===== config.mk =====
export PLATFORM = sky130hd
export DESIGN_NAME = wm_scan_ctrl
export DESIGN_NICKNAME = d
export VERILOG_FILES = /design/src/rtl/wm_pkg.sv /design/src/rtl/wm_rc_counter.sv /design/src/rtl/wm_scan_ctrl.sv
export SDC_FILE = /design/constraint.sdc
export NUM_CORES = 1
export LEC_CHECK = 0
export CORE_MARGIN = 8
export CORE_UTILIZATION = 58
export DETAILED_ROUTE_END_ITERATION = 8
export PLACE_DENSITY_LB_ADDON = 0.25
export SLEW_MARGIN = 40
export SYNTH_ARGS = -nofsm -noshare
export SYNTH_HDL_FRONTEND = slang
export SYNTH_SLANG_ARGS = --single-unit

===== constraint.sdc =====
create_clock -name clk -period 6.6 [get_ports clk]
set_input_delay 0.66 -clock clk [delete_from_list [all_inputs] [get_ports clk]]
set_output_delay 0.66 -clock clk [all_outputs]
set_load 0.01 [all_outputs]

===== src/rtl/wm_pkg.sv =====
`default_nettype none
// ============================================================================
// Module      : wm_pkg
// Description : Shared types and constants for the watermark scan sequencer.
//               Holds the FSM state encoding, the pixel-index width (wide
//               enough for M*M with M up to 1023) and the memory read latency.
// Revision    : 1.0 - initial release
// ============================================================================
package wm_pkg;

    // Image-side width and the matching pixel-index width (M*M fits in 2*side)
    localparam int c_WM_SIZE_W  = 10;
    localparam int c_WM_IDX_W   = 2 * c_WM_SIZE_W;

    // Pixel memories return data one cycle after the read strobe
    localparam int c_WM_RD_LAT  = 1;

    typedef enum logic [1:0] {
        ST_IDLE  = 2'd0,
        ST_RUN   = 2'd1,
        ST_DRAIN = 2'd2,
        ST_DONE  = 2'd3
    } wm_state_t;

endpackage : wm_pkg
`default_nettype wire


===== src/rtl/wm_rc_counter.sv =====
`default_nettype none
// ============================================================================
// Module      : wm_rc_counter
// Description : Raster-order row/column/linear-index counter. Each enabled
//               cycle advances the column; at the last column it wraps to 0
//               and the row increments. The linear index simply increments,
//               so no per-pixel multiply is needed downstream.
// Ports       : clk, rst      - clock, synchronous active-high reset
//               i_clr         - synchronous clear of all counters
//               i_en          - advance by one pixel
//               i_last_col    - M-1, column value at which the row wraps
//               o_row, o_col  - coordinates of the current pixel
//               o_idx         - linear index of the current pixel
// Revision    : 1.0 - initial release
// ============================================================================
module wm_rc_counter
    import wm_pkg::*;
#(
    parameter int SIZE_W = c_WM_SIZE_W,
    parameter int IDX_W  = c_WM_IDX_W
) (
    input  logic              clk,
    input  logic              rst,
    input  logic              i_clr,
    input  logic              i_en,
    input  logic [SIZE_W-1:0] i_last_col,
    output logic [SIZE_W-1:0] o_row,
    output logic [SIZE_W-1:0] o_col,
    output logic [IDX_W-1:0]  o_idx
);

    logic [SIZE_W-1:0] r_row;
    logic [SIZE_W-1:0] r_col;
    logic [IDX_W-1:0]  r_idx;

    always_ff @(posedge clk) begin
        if (rst || i_clr) begin
            r_row <= '0;
            r_col <= '0;
            r_idx <= '0;
        end else if (i_en) begin
            r_idx <= r_idx + IDX_W'(1);
            if (r_col == i_last_col) begin
                r_col <= '0;
                r_row <= r_row + SIZE_W'(1);
            end else begin
                r_col <= r_col + SIZE_W'(1);
            end
        end
    end

    assign o_row = r_row;
    assign o_col = r_col;
    assign o_idx = r_idx;

endmodule : wm_rc_counter
`default_nettype wire


===== src/rtl/wm_scan_ctrl.sv =====
`default_nettype none
// ============================================================================
// Module      : wm_scan_ctrl
// Description : Scan sequencer for the watermarking datapath. On start it
//               walks an MxM image in raster order issuing one read per pixel
//               to the host and watermark memories, forwards the returned
//               pixel coordinates to the datapath, counts result beats and
//               signals end of image.
// Ports       : clk, rst                 - clock, synchronous active-high reset
//               start, img_size          - command pulse and image side M
//               host_base, wm_base       - image base addresses
//               rd_en, host_addr, wm_addr- memory read strobe and addresses
//               row, col, dp_in_valid    - pixel presented to the datapath
//               dp_ready                 - datapath backpressure
//               dp_out_valid/dp_out_data - datapath result beats
//               new_pixel, Pixel_Data    - registered result strobe and pixel
//               Image_Done               - one-cycle end-of-image pulse
//               busy, size_err           - status and M=0 reject pulse
// Revision    : 1.0 - initial release
// ============================================================================
module wm_scan_ctrl
    import wm_pkg::*;
#(
    parameter int AMBA_ADDR_DEPTH = 20,
    parameter int DATA_DEPTH      = 8,
    parameter int SIZE_WIDTH      = c_WM_SIZE_W
) (
    input  logic                       clk,
    input  logic                       rst,
    input  logic                       start,
    input  logic [SIZE_WIDTH-1:0]      img_size,
    input  logic [AMBA_ADDR_DEPTH-1:0] host_base,
    input  logic [AMBA_ADDR_DEPTH-1:0] wm_base,
    output logic                       rd_en,
    output logic [AMBA_ADDR_DEPTH-1:0] host_addr,
    output logic [AMBA_ADDR_DEPTH-1:0] wm_addr,
    output logic [SIZE_WIDTH-1:0]      row,
    output logic [SIZE_WIDTH-1:0]      col,
    output logic                       dp_in_valid,
    input  logic                       dp_ready,
    input  logic                       dp_out_valid,
    input  logic [DATA_DEPTH-1:0]      dp_out_data,
    output logic                       new_pixel,
    output logic [DATA_DEPTH-1:0]      Pixel_Data,
    output logic                       Image_Done,
    output logic                       busy,
    output logic                       size_err
);

    localparam int c_IDX_W = 2 * SIZE_WIDTH;

    // ------------------------------------------------------------------
    // Registers
    // ------------------------------------------------------------------
    wm_state_t                  r_state;
    logic [SIZE_WIDTH-1:0]      r_size;
    logic [AMBA_ADDR_DEPTH-1:0] r_host_base;
    logic [AMBA_ADDR_DEPTH-1:0] r_wm_base;
    logic [c_IDX_W-1:0]         r_total;
    logic [c_IDX_W-1:0]         r_out_cnt;
    logic                       r_in_valid;
    logic [SIZE_WIDTH-1:0]      r_row;
    logic [SIZE_WIDTH-1:0]      r_col;
    logic                       r_new_pixel;
    logic [DATA_DEPTH-1:0]      r_pixel_data;
    logic                       r_size_err;

    // ------------------------------------------------------------------
    // Combinational
    // ------------------------------------------------------------------
    wm_state_t                  w_state_nxt;
    logic                       w_rd_en;
    logic                       w_accept;
    logic                       w_reject;
    logic                       w_cnt_clr;
    logic                       w_beat;
    logic [c_IDX_W-1:0]         w_out_cnt_nxt;
    logic [c_IDX_W-1:0]         w_total;
    logic [c_IDX_W-1:0]         w_last_idx;
    logic [SIZE_WIDTH-1:0]      w_cur_row;
    logic [SIZE_WIDTH-1:0]      w_cur_col;
    logic [c_IDX_W-1:0]         w_cur_idx;

    // Single 10x10->20 multiply, only used on the accepting start
    assign w_total    = c_IDX_W'(img_size) * c_IDX_W'(img_size);
    assign w_last_idx = r_total - c_IDX_W'(1);

    // Result beats are only meaningful while a scan is in progress
    assign w_beat        = dp_out_valid && (r_state != ST_IDLE);
    assign w_out_cnt_nxt = r_out_cnt + c_IDX_W'(w_beat);

    // ------------------------------------------------------------------
    // Read-side raster counter
    // ------------------------------------------------------------------
    wm_rc_counter #(
        .SIZE_W (SIZE_WIDTH),
        .IDX_W  (c_IDX_W)
    ) u_rd_cnt (
        .clk        (clk),
        .rst        (rst),
        .i_clr      (w_cnt_clr || w_accept),
        .i_en       (w_rd_en),
        .i_last_col (r_size - SIZE_WIDTH'(1)),
        .o_row      (w_cur_row),
        .o_col      (w_cur_col),
        .o_idx      (w_cur_idx)
    );

    // ------------------------------------------------------------------
    // FSM: next state and control
    // ------------------------------------------------------------------
    always_comb begin
        w_state_nxt = r_state;
        w_rd_en     = 1'b0;
        w_accept    = 1'b0;
        w_reject    = 1'b0;
        w_cnt_clr   = 1'b0;
        case (r_state)
            ST_IDLE: begin
                if (start) begin
                    if (img_size != '0) begin
                        w_accept    = 1'b1;
                        w_state_nxt = ST_RUN;
                    end else begin
                        w_reject    = 1'b1;
                    end
                end
            end
            ST_RUN: begin
                w_rd_en = dp_ready;
                if (dp_ready && (w_cur_idx == w_last_idx)) begin
                    w_state_nxt = ST_DRAIN;
                end
            end
            ST_DRAIN: begin
                // Look at the count including this cycle's beat so DONE lands
                // on the same edge that registers the final new_pixel.
                if (w_out_cnt_nxt == r_total) begin
                    w_state_nxt = ST_DONE;
                end
            end
            ST_DONE: begin
                w_cnt_clr   = 1'b1;
                w_state_nxt = ST_IDLE;
            end
            default: begin
                w_state_nxt = ST_IDLE;
            end
        endcase
    end

    // ------------------------------------------------------------------
    // FSM: state register
    // ------------------------------------------------------------------
    always_ff @(posedge clk) begin
        if (rst) begin
            r_state <= ST_IDLE;
        end else begin
            r_state <= w_state_nxt;
        end
    end

    // ------------------------------------------------------------------
    // Configuration, counters and output registers
    // ------------------------------------------------------------------
    always_ff @(posedge clk) begin
        if (rst) begin
            r_size       <= '0;
            r_host_base  <= '0;
            r_wm_base    <= '0;
            r_total      <= '0;
            r_out_cnt    <= '0;
            r_in_valid   <= 1'b0;
            r_row        <= '0;
            r_col        <= '0;
            r_new_pixel  <= 1'b0;
            r_pixel_data <= '0;
            r_size_err   <= 1'b0;
        end else begin
            if (w_accept) begin
                r_size      <= img_size;
                r_host_base <= host_base;
                r_wm_base   <= wm_base;
                r_total     <= w_total;
            end

            if (w_cnt_clr) begin
                r_out_cnt <= '0;
            end else begin
                r_out_cnt <= w_out_cnt_nxt;
            end

            // Memory data for a read is valid one cycle later; the pixel's
            // coordinates travel alongside it.
            r_in_valid <= w_rd_en;
            if (w_rd_en) begin
                r_row <= w_cur_row;
                r_col <= w_cur_col;
            end

            r_new_pixel <= w_beat;
            if (w_beat) begin
                r_pixel_data <= dp_out_data;
            end

            r_size_err <= w_reject;
        end
    end

    // ------------------------------------------------------------------
    // Outputs
    // ------------------------------------------------------------------
    assign rd_en       = w_rd_en;
    assign host_addr   = r_host_base + AMBA_ADDR_DEPTH'(w_cur_idx);
    assign wm_addr     = r_wm_base   + AMBA_ADDR_DEPTH'(w_cur_idx);
    assign row         = r_row;
    assign col         = r_col;
    assign dp_in_valid = r_in_valid;
    assign new_pixel   = r_new_pixel;
    assign Pixel_Data  = r_pixel_data;
    assign Image_Done  = (r_state == ST_DONE);
    assign busy        = (r_state != ST_IDLE);
    assign size_err    = r_size_err;

endmodule : wm_scan_ctrl
`default_nettype wire


# After elaboration in Yosys (flattened, before gate mapping)
# Cells that the tools add are included.
# word_totals
register_bits	163
wordCells	59
out_inout_bits	74
in_bits	63
# classes
eq_ne	10
n_bitwise	2
muxes	12
n_reduce_logical	11
n_addsub	8
n_mul	1
# op_table
cell	n
20-bit adder	2
20-bit equality test	2
10-bit by 1-bit adder with 10-bit output (second input constant)	2
20-bit by 1-bit adder with 20-bit output	1
20-bit by 1-bit adder with 20-bit output (second input constant)	1
10-bit by 10-bit multiplier with 20-bit output	1
20-bit by 1-bit subtractor with 20-bit output (second input constant)	1
10-bit equality test	1
10-bit two-way mux	1
10-bit nonzero test	1
10-bit by 1-bit subtractor with 10-bit output (second input constant)	1
2-bit two-way mux	4
2-bit inequality test (second input constant)	4
2-bit one-hot mux with 4 select lines	1
1-bit two-way mux	6
2-bit equality test (second input constant)	2
4-bit AND reduction	1
3-bit OR reduction	1
2-bit by 1-bit equality test with 1-bit output (second input constant)	1
1-bit logical AND	2
2-bit zero test	1
1-bit logical OR	2
1-bit NOT	2
2-bit AND reduction	1
2 further kinds	2

# Longest topological paths before layout
# Gate-level depths: netlist of run 1.
# depth
word_depth	6
ltp_mapped	21
depth_no_buf	20

# Hierarchy
# Synthesis of run 1 repeated with hierarchy kept, for this count alone.
# hier_totals
cells_unflattened	1465
hier_area_um2	11823.8
# modules_own_cells
module	cells_each	n_inst	area_each_um2	seq_area_each_um2
wm_scan_ctrl	1258	1	9994.6	2422.3
wm_rc_counter	207	1	1829.3	800.8

# Worst setup path before layout of run 1
# Ideal clock, no wire load.
# synth_path
path_kind	input-to-reg
startpoint	input port img_size[6]
endpoint	register r_total[19]
t_required_ns	6.514
path_buffers	1
setup_time_ns	0.086
t_arrival_ns	5.464
cell_stages	20
slack_ns	1.050
cell_sequence	clkbuf_1 -> and2_1 -> fa_1 -> ha_1 -> inv_1 -> fa_1 -> inv_1 -> fa_1 -> inv_1 -> fa_1 -> inv_1 -> ha_1 -> or3_1 -> a221oi_1 -> o21ai_0 -> a211oi_1 -> o21ai_0 -> a31oi_1 -> xnor2_1 -> a211oi_1
# synth_via
elab_chain_cells	4
word_cells_on_any_way	5
classes_between	mul (1); mux (3); reduce/logical (1)
# synth_rtl
item	line_no	rtl
start: declaration	wm_scan_ctrl.sv:31	input logic [SIZE_WIDTH-1:0] img_size,
parallel branches: the longest is 4 deep, another holds 10-bit by 10-bit multiplier with 20-bit output	-	
end signal: assignment	wm_scan_ctrl.sv:184	r_total <= w_total;
end: declaration	wm_scan_ctrl.sv:59	logic [c_IDX_W-1:0] r_total;
# Parallel ways; which one is timed is not known.
# A chain may end at the register's enable or synchronous reset.

# Final worst setup path of run 1
# layout_path
startpoint	input port img_size[4]
endpoint	register r_total[19]
# The elaborated chain is that of the path after synthesis.

==> metrics, run 1 <==
placed cells 1,857; share of cells above drive strength 1 4.213%; synthesized net count 1,715; number of buffers between clock root and the deepest sink 2; Detail Route Antenna Nets 0; stage delay of the slowest cell on the critical path 0.75 ns; vias after detailed routing 10,840; share of the synthesized area in the top cell type 26.65%; dominant cell type by count on the critical path fa_1; register area 3223 sq um; synthesized area divided by synthesized cell count 8.031 sq um; Total Routed Length 31,410 microns; number of enable flip-flop cells after synthesis 0; endpoint of the worst-slack reg-to-reg timing path r_state[0]; Worst-Skew Late Latency 0.44 ns; vias in the first global route 10,680; number of cells upsized or downsized after cts 0; total iterations of the first detailed-routing run 6; final hold violation count 0; DRC viols 0; final cell count without fillers 1,889; cells along the critical path clkdlybuf4s50_1 -> and2_1 -> fa_1 -> fa_1 -> ha_1 -> fa_1 -> inv_1 -> fa_1 -> inv_1 -> ha_1 -> and2_1 -> a221oi_1 -> o21ai_0 -> a211oi_1 -> o21ai_0 -> a31oi_1 -> xnor2_1 -> a211oi_1; maximum number of pins on one net before global-route repair 81; area of the die 25,730 sq um; warning count from the yosys run 0; period utilisation layout 90.66%; critical path class primary input to flip-flop; hold_sp col[6]; die height 160.4 microns; area growth from synthesis to layout 17.69%; sum of buffers and inverters on the critical path 3; worst slew pin tran 0.7790 ns; horizontal die dimension 160.4 microns; Setup Viol. Count Final 0; number of setup buffers added after CTS 0; number of antenna violations at the first check in global routing 0; endpoint with the worst hold slack col[6]; Hold/Removal Path Class flip-flop to flip-flop; Vias per Instance 5.739; crit end category flip-flop; first-pass GRT wire length 51,960 microns; largest area contributor in the netlist dfxtp_1; CP max stage cell clkdlybuf4s50_1; maximum capacitance violations 0; fraction of the core area covered by cells at the end of the flow 68.58%; final std cell area, no fill 14,230 sq um; Leak 5.948 nW; top achievable clock speed 167.1 MHz; half-perimeter wire length of the detailed placement result 23,500 microns; Min-Delay Path Depth 2; most numerous cell types in the synthesized netlist nand2_1 (251), dfxtp_1 (161), a21oi_1 (132); worst reg2reg path depth 15; met3 usage in global routing 3.686%; fin crit period 5.984 ns; setup repair after global routing missed its margin no; prevailing post-synth register cell dfxtp_1; maximum fanout along the worst path 12; required time reported for the critical path endpoint 6.95 ns; largest voltage drop on the vdd net 0.3751 mV; initial standard-cell utilization of the core 58.27%; sequential element share of the synthesized area 26.65%; Post-DP Area 13,630 sq um; origin of the critical flop-to-flop path r_state[0]; Num Clock Sinks 161; routability cong. 0.9359; GR Util met2 42.21%; quantity of I/O buffers inserted on ports 136; final setup TNS 0 ns; count of mapped cells out of synthesis 1,506; core outline area 20,760 sq um; flip-flop and latch count after synthesis 161; boundary pin count 137; fillers 1,696; Pwr Density 302.8 nW/um^2; Relative slew margins 48.07%; number of unique standard cell types used by synthesis 71; category of cells accounting for the largest share of critical-path delay adder cells; Hold-fix buffers, CTS 0; launching element type of the critical path primary input; number of DRC markers in iteration 0 648; average wire per cell in the routed design 16.63 microns; number of nets in the final layout 1,810; multi-input gate area in the final layout 8189 sq um; # H-tree levels 4; GRT Total Usage 24.17%; antenna diode count 0; final global-route overflow total 0; top cells by area, synth dfxtp_1 (27%), ha_1 (10%), fa_1 (7.9%); number of cell rows 53; number of buffers inserted during clock tree synthesis 17; Post-synth ARST share 0%; register clock-pin slew on the reported worst setup and hold paths 0.08 ns; final worst clock skew 0.01411 ns; clock tree root buffer cell clkbuf_16; GR met1 Demand/Resource 28.91%; fin. max-slew vios 0; signal arrival time at the worst endpoint 6.33 ns; Most Crowded Layer GR met2; CTS tree built; library cell with the highest instance count after synthesis nand2_1; result of the run completed; slack of the worst reg-to-reg path 1.97 ns; post-synth design cell area 12,090 sq um
==> stage by stage <==
step | total power [mW] | hold WS, ns | setup slack [ns]
after CTS | 4.312 | 0.4592 | 0.6185
after global placement | 3.244 | 0.4412 | 0.3357
final | 4.310 | 0.4577 | 0.6163
after global routing | 4.623 | 0.4754 | 0.1486
after floorplan | 2.740 | 0.4401 | 1.050
after detailed placement | 3.293 | 0.4479 | 0.1525
==> worst max path at each step <==
stage | startpoint | endpoint | slack, ns | cells past startpoint
after floorplan | img_size[6] | r_total[19] | 1.05 | 20
after global placement | img_size[4] | r_total[19] | 0.34 | 18
after detailed placement | img_size[4] | r_total[19] | 0.15 | 18
after CTS | img_size[4] | r_total[19] | 0.62 | 18
after global routing | img_size[4] | r_total[19] | 0.15 | 18
final | img_size[4] | r_total[19] | 0.62 | 18
==> report_power, final <==
group          internal (mW)  switching [mW]  total [mW]
sequential              1.08           0.140        1.22
clock                  0.516           0.488        1.00
combinational          0.919            1.16        2.08
total                   2.52            1.79        4.31
==> cell usage in the layout, fill, tap and decap left out, types with 9 or more instances in the layout <==
master / instances
ha_1: 98
and2_1: 39
nor3_1: 31
a211oi_1: 10
nor2b_1: 15
and3_1: 15
o21ai_0: 29
nand3_1: 31
a21o_1: 15
inv_1: 108
a221oi_1: 9
fa_1: 48
o211ai_1: 11
o31ai_1: 9
nand2b_1: 11
xor2_1: 55
clkdlybuf4s50_1: 135
clkbuf_16: 17
nor2_1: 105
nand4_1: 24
a21oi_1: 132
nand2_1: 250
or3_1: 13
dfxtp_1: 161
nor4_1: 11
buf_4: 13
xnor2_1: 79
==> flip-flops by register name (all words and copies together) (netlist names) <==
register / count
size_err: 1
u_rd_cnt.o_col: 10
r_state: 2
row: 10
Pixel_Data: 8
new_pixel: 1
r_total: 18
r_size: 10
u_rd_cnt.o_row: 10
r_out_cnt: 20
r_wm_base: 20
u_rd_cnt.o_idx: 20
col: 10
dp_in_valid: 1
r_host_base: 20
==> cell families (layout without fill, tap and decap cells) <==
kind of cell,after synthesis,after routing,synth area share [%]
multiplexers,10,10,0.8690
buffers and inverters,183,291,5.824
XOR/XNOR,139,139,10.65
adder cells (fa/ha/maj),146,146,18.08
AO/OA/AOI/OAI,284,284,14.99
AND/OR/NAND/NOR,583,583,22.94
flip-flops,161,161,26.65
==> layout make-up <==
cell class	count	area share [%]
multi-input combinational	1162	57.53
sequential	161	22.64
timing repair buffer	149	10.26
clock buffer	17	2.989
inverter	110	2.901
tap	275	2.417
clock inverter	15	1.257
==> worst register-to-register path, stage by stage (launching register included) <==
cell and delay (ns):
dfxtp_1 0.37, inv_1 0.09, ha_1 0.31, inv_1 0.17
nand2_1 0.27, clkinv_1 0.33, ha_1 0.31, ha_1 0.29
nand2_1 0.12, or4_1 0.50, nor2_1 0.23, xor2_1 0.18
mux2_2 0.35, o41ai_1 0.58, nand3_1 0.15, a221oi_1 0.30
==> metal layers <==
metal	up-vias	share of wire, %
met5	-	0
met4	0	3.6
met3	67	5.2
met2	339	48
met1	5106	43
li1	5329	-
(Power assumes the default switching activity.)
==> inputs of run 2 (changes only) <==
SKIP_CTS_REPAIR_TIMING = 1   (was not set)
SLEW_MARGIN = not set   (was 40)
==> run 2 against run 1 <==
Final cell count stayed put. Die area stayed put. Global-route usage hardly changed. Via count hardly changed. Largest power group unchanged. Clock-buffer cell count stayed put.
==> metrics, run 2 (same netlist as run 1, synthesis figures left out) <==
antenna diode count 0 (unchanged); fillers 1,710 (was 1,696); clock tree root buffer cell clkbuf_16 (unchanged); signal arrival time at the worst endpoint 6.37 ns (was 6.33 ns); top achievable clock speed 166.2 MHz (was 167.1 MHz); horizontal die dimension 160.4 microns (unchanged); Relative slew margins 31.97% (was 48.07%); Setup Slack @ Placement 0.1500 ns (was 0.1525 ns); number of cell rows 53 (unchanged); part of the total power dissipated in combinational logic 48.3% (about the same); DRC viols 0 (unchanged); number of buffers between clock root and the deepest sink 2 (unchanged); register clock-pin slew on the reported worst setup and hold paths 0.08 ns (about the same); dominant cell type by count on the critical path fa_1 (unchanged); quantity of I/O buffers inserted on ports 136 (unchanged); average wire per cell in the routed design 16.59 microns (was 16.63 microns); number of nets in the final layout 1,810 (unchanged); register share of total power 28.6% (was 28.4%); share of power burned in the clock network 23.1% (was 23.3%); maximum fanout along the worst path 12 (unchanged); Vias per Instance 5.740 (was 5.739); fin. max-slew vios 0 (unchanged); Leak 5.941 nW (was 5.948 nW); worst slew pin tran 1.019 ns (was 0.7790 ns); share of cells above drive strength 1 4.089% (was 4.213%); number of antenna violations at the first check in global routing 0 (unchanged); cell internal pwr 2.510 mW (was 2.517 mW); stage delay of the slowest cell on the critical path 0.75 ns (about the same); slack of the worst reg-to-reg path 1.91 ns (was 1.97 ns); final setup TNS 0 ns (unchanged); final std cell area, no fill 14,210 sq um (was 14,230 sq um); area of the die 25,730 sq um (unchanged); maximum number of pins on one net before global-route repair 81 (unchanged); net switching power 1.774 mW (was 1.793 mW); Detail Route Antenna Nets 0 (unchanged); most common library cell in the layout ignoring fill and taps nand2_1 (unchanged); vias in the first global route 10,590 (was 10,680); core outline area 20,760 sq um (unchanged); final global-route overflow total 0 (unchanged); Total Routed Length 31,340 microns (was 31,410 microns); final hold violation count 0 (unchanged); total iterations of the first detailed-routing run 5 (was 6); result of the run completed (unchanged); largest voltage drop on the vdd net 0.3788 mV (was 0.3751 mV); required time reported for the critical path endpoint 6.96 ns (was 6.95 ns); final worst clock skew 0.01454 ns (was 0.01411 ns); critical path class primary input to flip-flop (unchanged); setup repair after global routing missed its margin no (unchanged); maximum capacitance violations 0 (unchanged); Worst-Skew Late Latency 0.44 ns (about the same); Post-DP Area 13,620 sq um (was 13,630 sq um); crit end category flip-flop (unchanged); routability cong. 0.9359 (unchanged); period utilisation layout 91.14% (was 90.66%); Pwr Density 301.4 nW/um^2 (was 302.8 nW/um^2); # H-tree levels 4 (unchanged); CTS tree built (unchanged); die height 160.4 microns (unchanged); number of buffers inserted during clock tree synthesis 17 (unchanged); switching power share of the total 41.41% (was 41.59%); half-perimeter wire length of the detailed placement result 23,510 microns (was 23,500 microns); fin crit period 6.015 ns (was 5.984 ns); vias after detailed routing 10,840 (about the same); number of DRC markers in iteration 0 598 (was 648); first-pass GRT wire length 51,760 microns (was 51,960 microns); area growth from synthesis to layout 17.50% (was 17.69%); cells along the critical path clkdlybuf4s50_1 -> and2_1 -> fa_1 -> fa_1 -> ha_1 -> fa_1 -> inv_1 -> fa_1 -> inv_1 -> ha_1 -> and2_1 -> a221oi_1 -> o21ai_0 -> a211oi_1 -> o21ai_0 -> a31oi_1 -> xnor2_1 -> a211oi_1 (unchanged); launching element type of the critical path primary input (unchanged); boundary pin count 137 (unchanged); CP max stage cell clkdlybuf4s50_1 (unchanged); Num Clock Sinks 161 (unchanged); final critical-path setup slack 0.5846 ns (was 0.6163 ns); initial standard-cell utilization of the core 58.27% (unchanged); Setup Viol. Count Final 0 (unchanged); most used cells in the layout excluding fill and tap cells nand2_1 (251), dfxtp_1 (161), clkdlybuf4s50_1 (135) (was nand2_1 (250), dfxtp_1 (161), clkdlybuf4s50_1 (135)); GRT Total Usage 24.17% (about the same); Hold/Removal Path Class flip-flop to flip-flop (unchanged)
[run 2: changes by cell type in the layout (fill, tap and decap cells not counted), sizes merged]
cell / delta
clkinvlp: +1
clkinv: -1
[run 2: power by group through the flow]
stage | clock, mW | combinational [mW] | sequential (mW)
CTS | 0.999 | 2.07 | 1.22
floorplan | 0 | 1.56 | 1.18
global route | 1.04 | 2.32 | 1.24
detailed placement | 0 | 2.05 | 1.24
finish | 0.988 | 2.07 | 1.23
global placement | 0 | 2.01 | 1.23
[run 2: critical path, delay by kind of cell]
family / cells / cell delay [ns]
AOI/OAI and AO/OA: 6 / 1.67
adders and majority gates: 6 / 2.64
and+or+nand+nor: 2 / 0.45
xor gates and xnor gates: 1 / 0.09
buffers and inverters: 3 / 0.84
[run 2: path summary, 6_finish.rpt]
path | startpoint | endpoint | depth (start not counted)
hold reg to reg | Pixel_Data[2] | Pixel_Data[2] | 2
hold / removal | Pixel_Data[2] | Pixel_Data[2] | 2
setup / recovery | img_size[4] | r_total[19] | 18
setup reg to reg | r_state[0] | r_state[0] | 15
[run 2: layer usage]
metal / GRT usage (%) / wire length [microns] / up-vias / part of all wire [%]
li1: - / - / 5341 / -
met2: 42.23 / 15130 / 305 / 48
met5: 0 / 0 / - / 0
met3: 3.788 / 1594 / 57 / 5.1
met4: 9.686 / 849 / 0 / 2.7
met1: 29.18 / 13760 / 5140 / 44
[run 2: through the flow]
| step | total power [mW] | std cells | hold slack, ns | util (%) |
|---|---|---|---|---|
| final | 4.283 | 1889 | 0.4548 | 68.47 |
| after detailed placement | 3.290 | 1857 | 0.4474 | 65.63 |
| after global routing | 4.599 | 1889 | 0.4738 | 68.47 |
| after floorplan | 2.740 | 1506 | 0.4401 | - |
| after global placement | 3.244 | 1857 | 0.4412 | 65.63 |
| after CTS | 4.285 | 1889 | 0.4573 | 68.47 |
[run 2: final cells by class]
class | instances | area (sq um) | share of cell area, %
flip-flops and latches | 161 | 3223 | 22.68
clock buffers | 17 | 425.4 | 2.993
repair buffers | 149 | 1456 | 10.25
inverters | 110 | 412.9 | 2.905
well taps | 275 | 344.1 | 2.421
multi-input cells | 1162 | 8187 | 57.61
clock inverters | 15 | 162.7 | 1.145
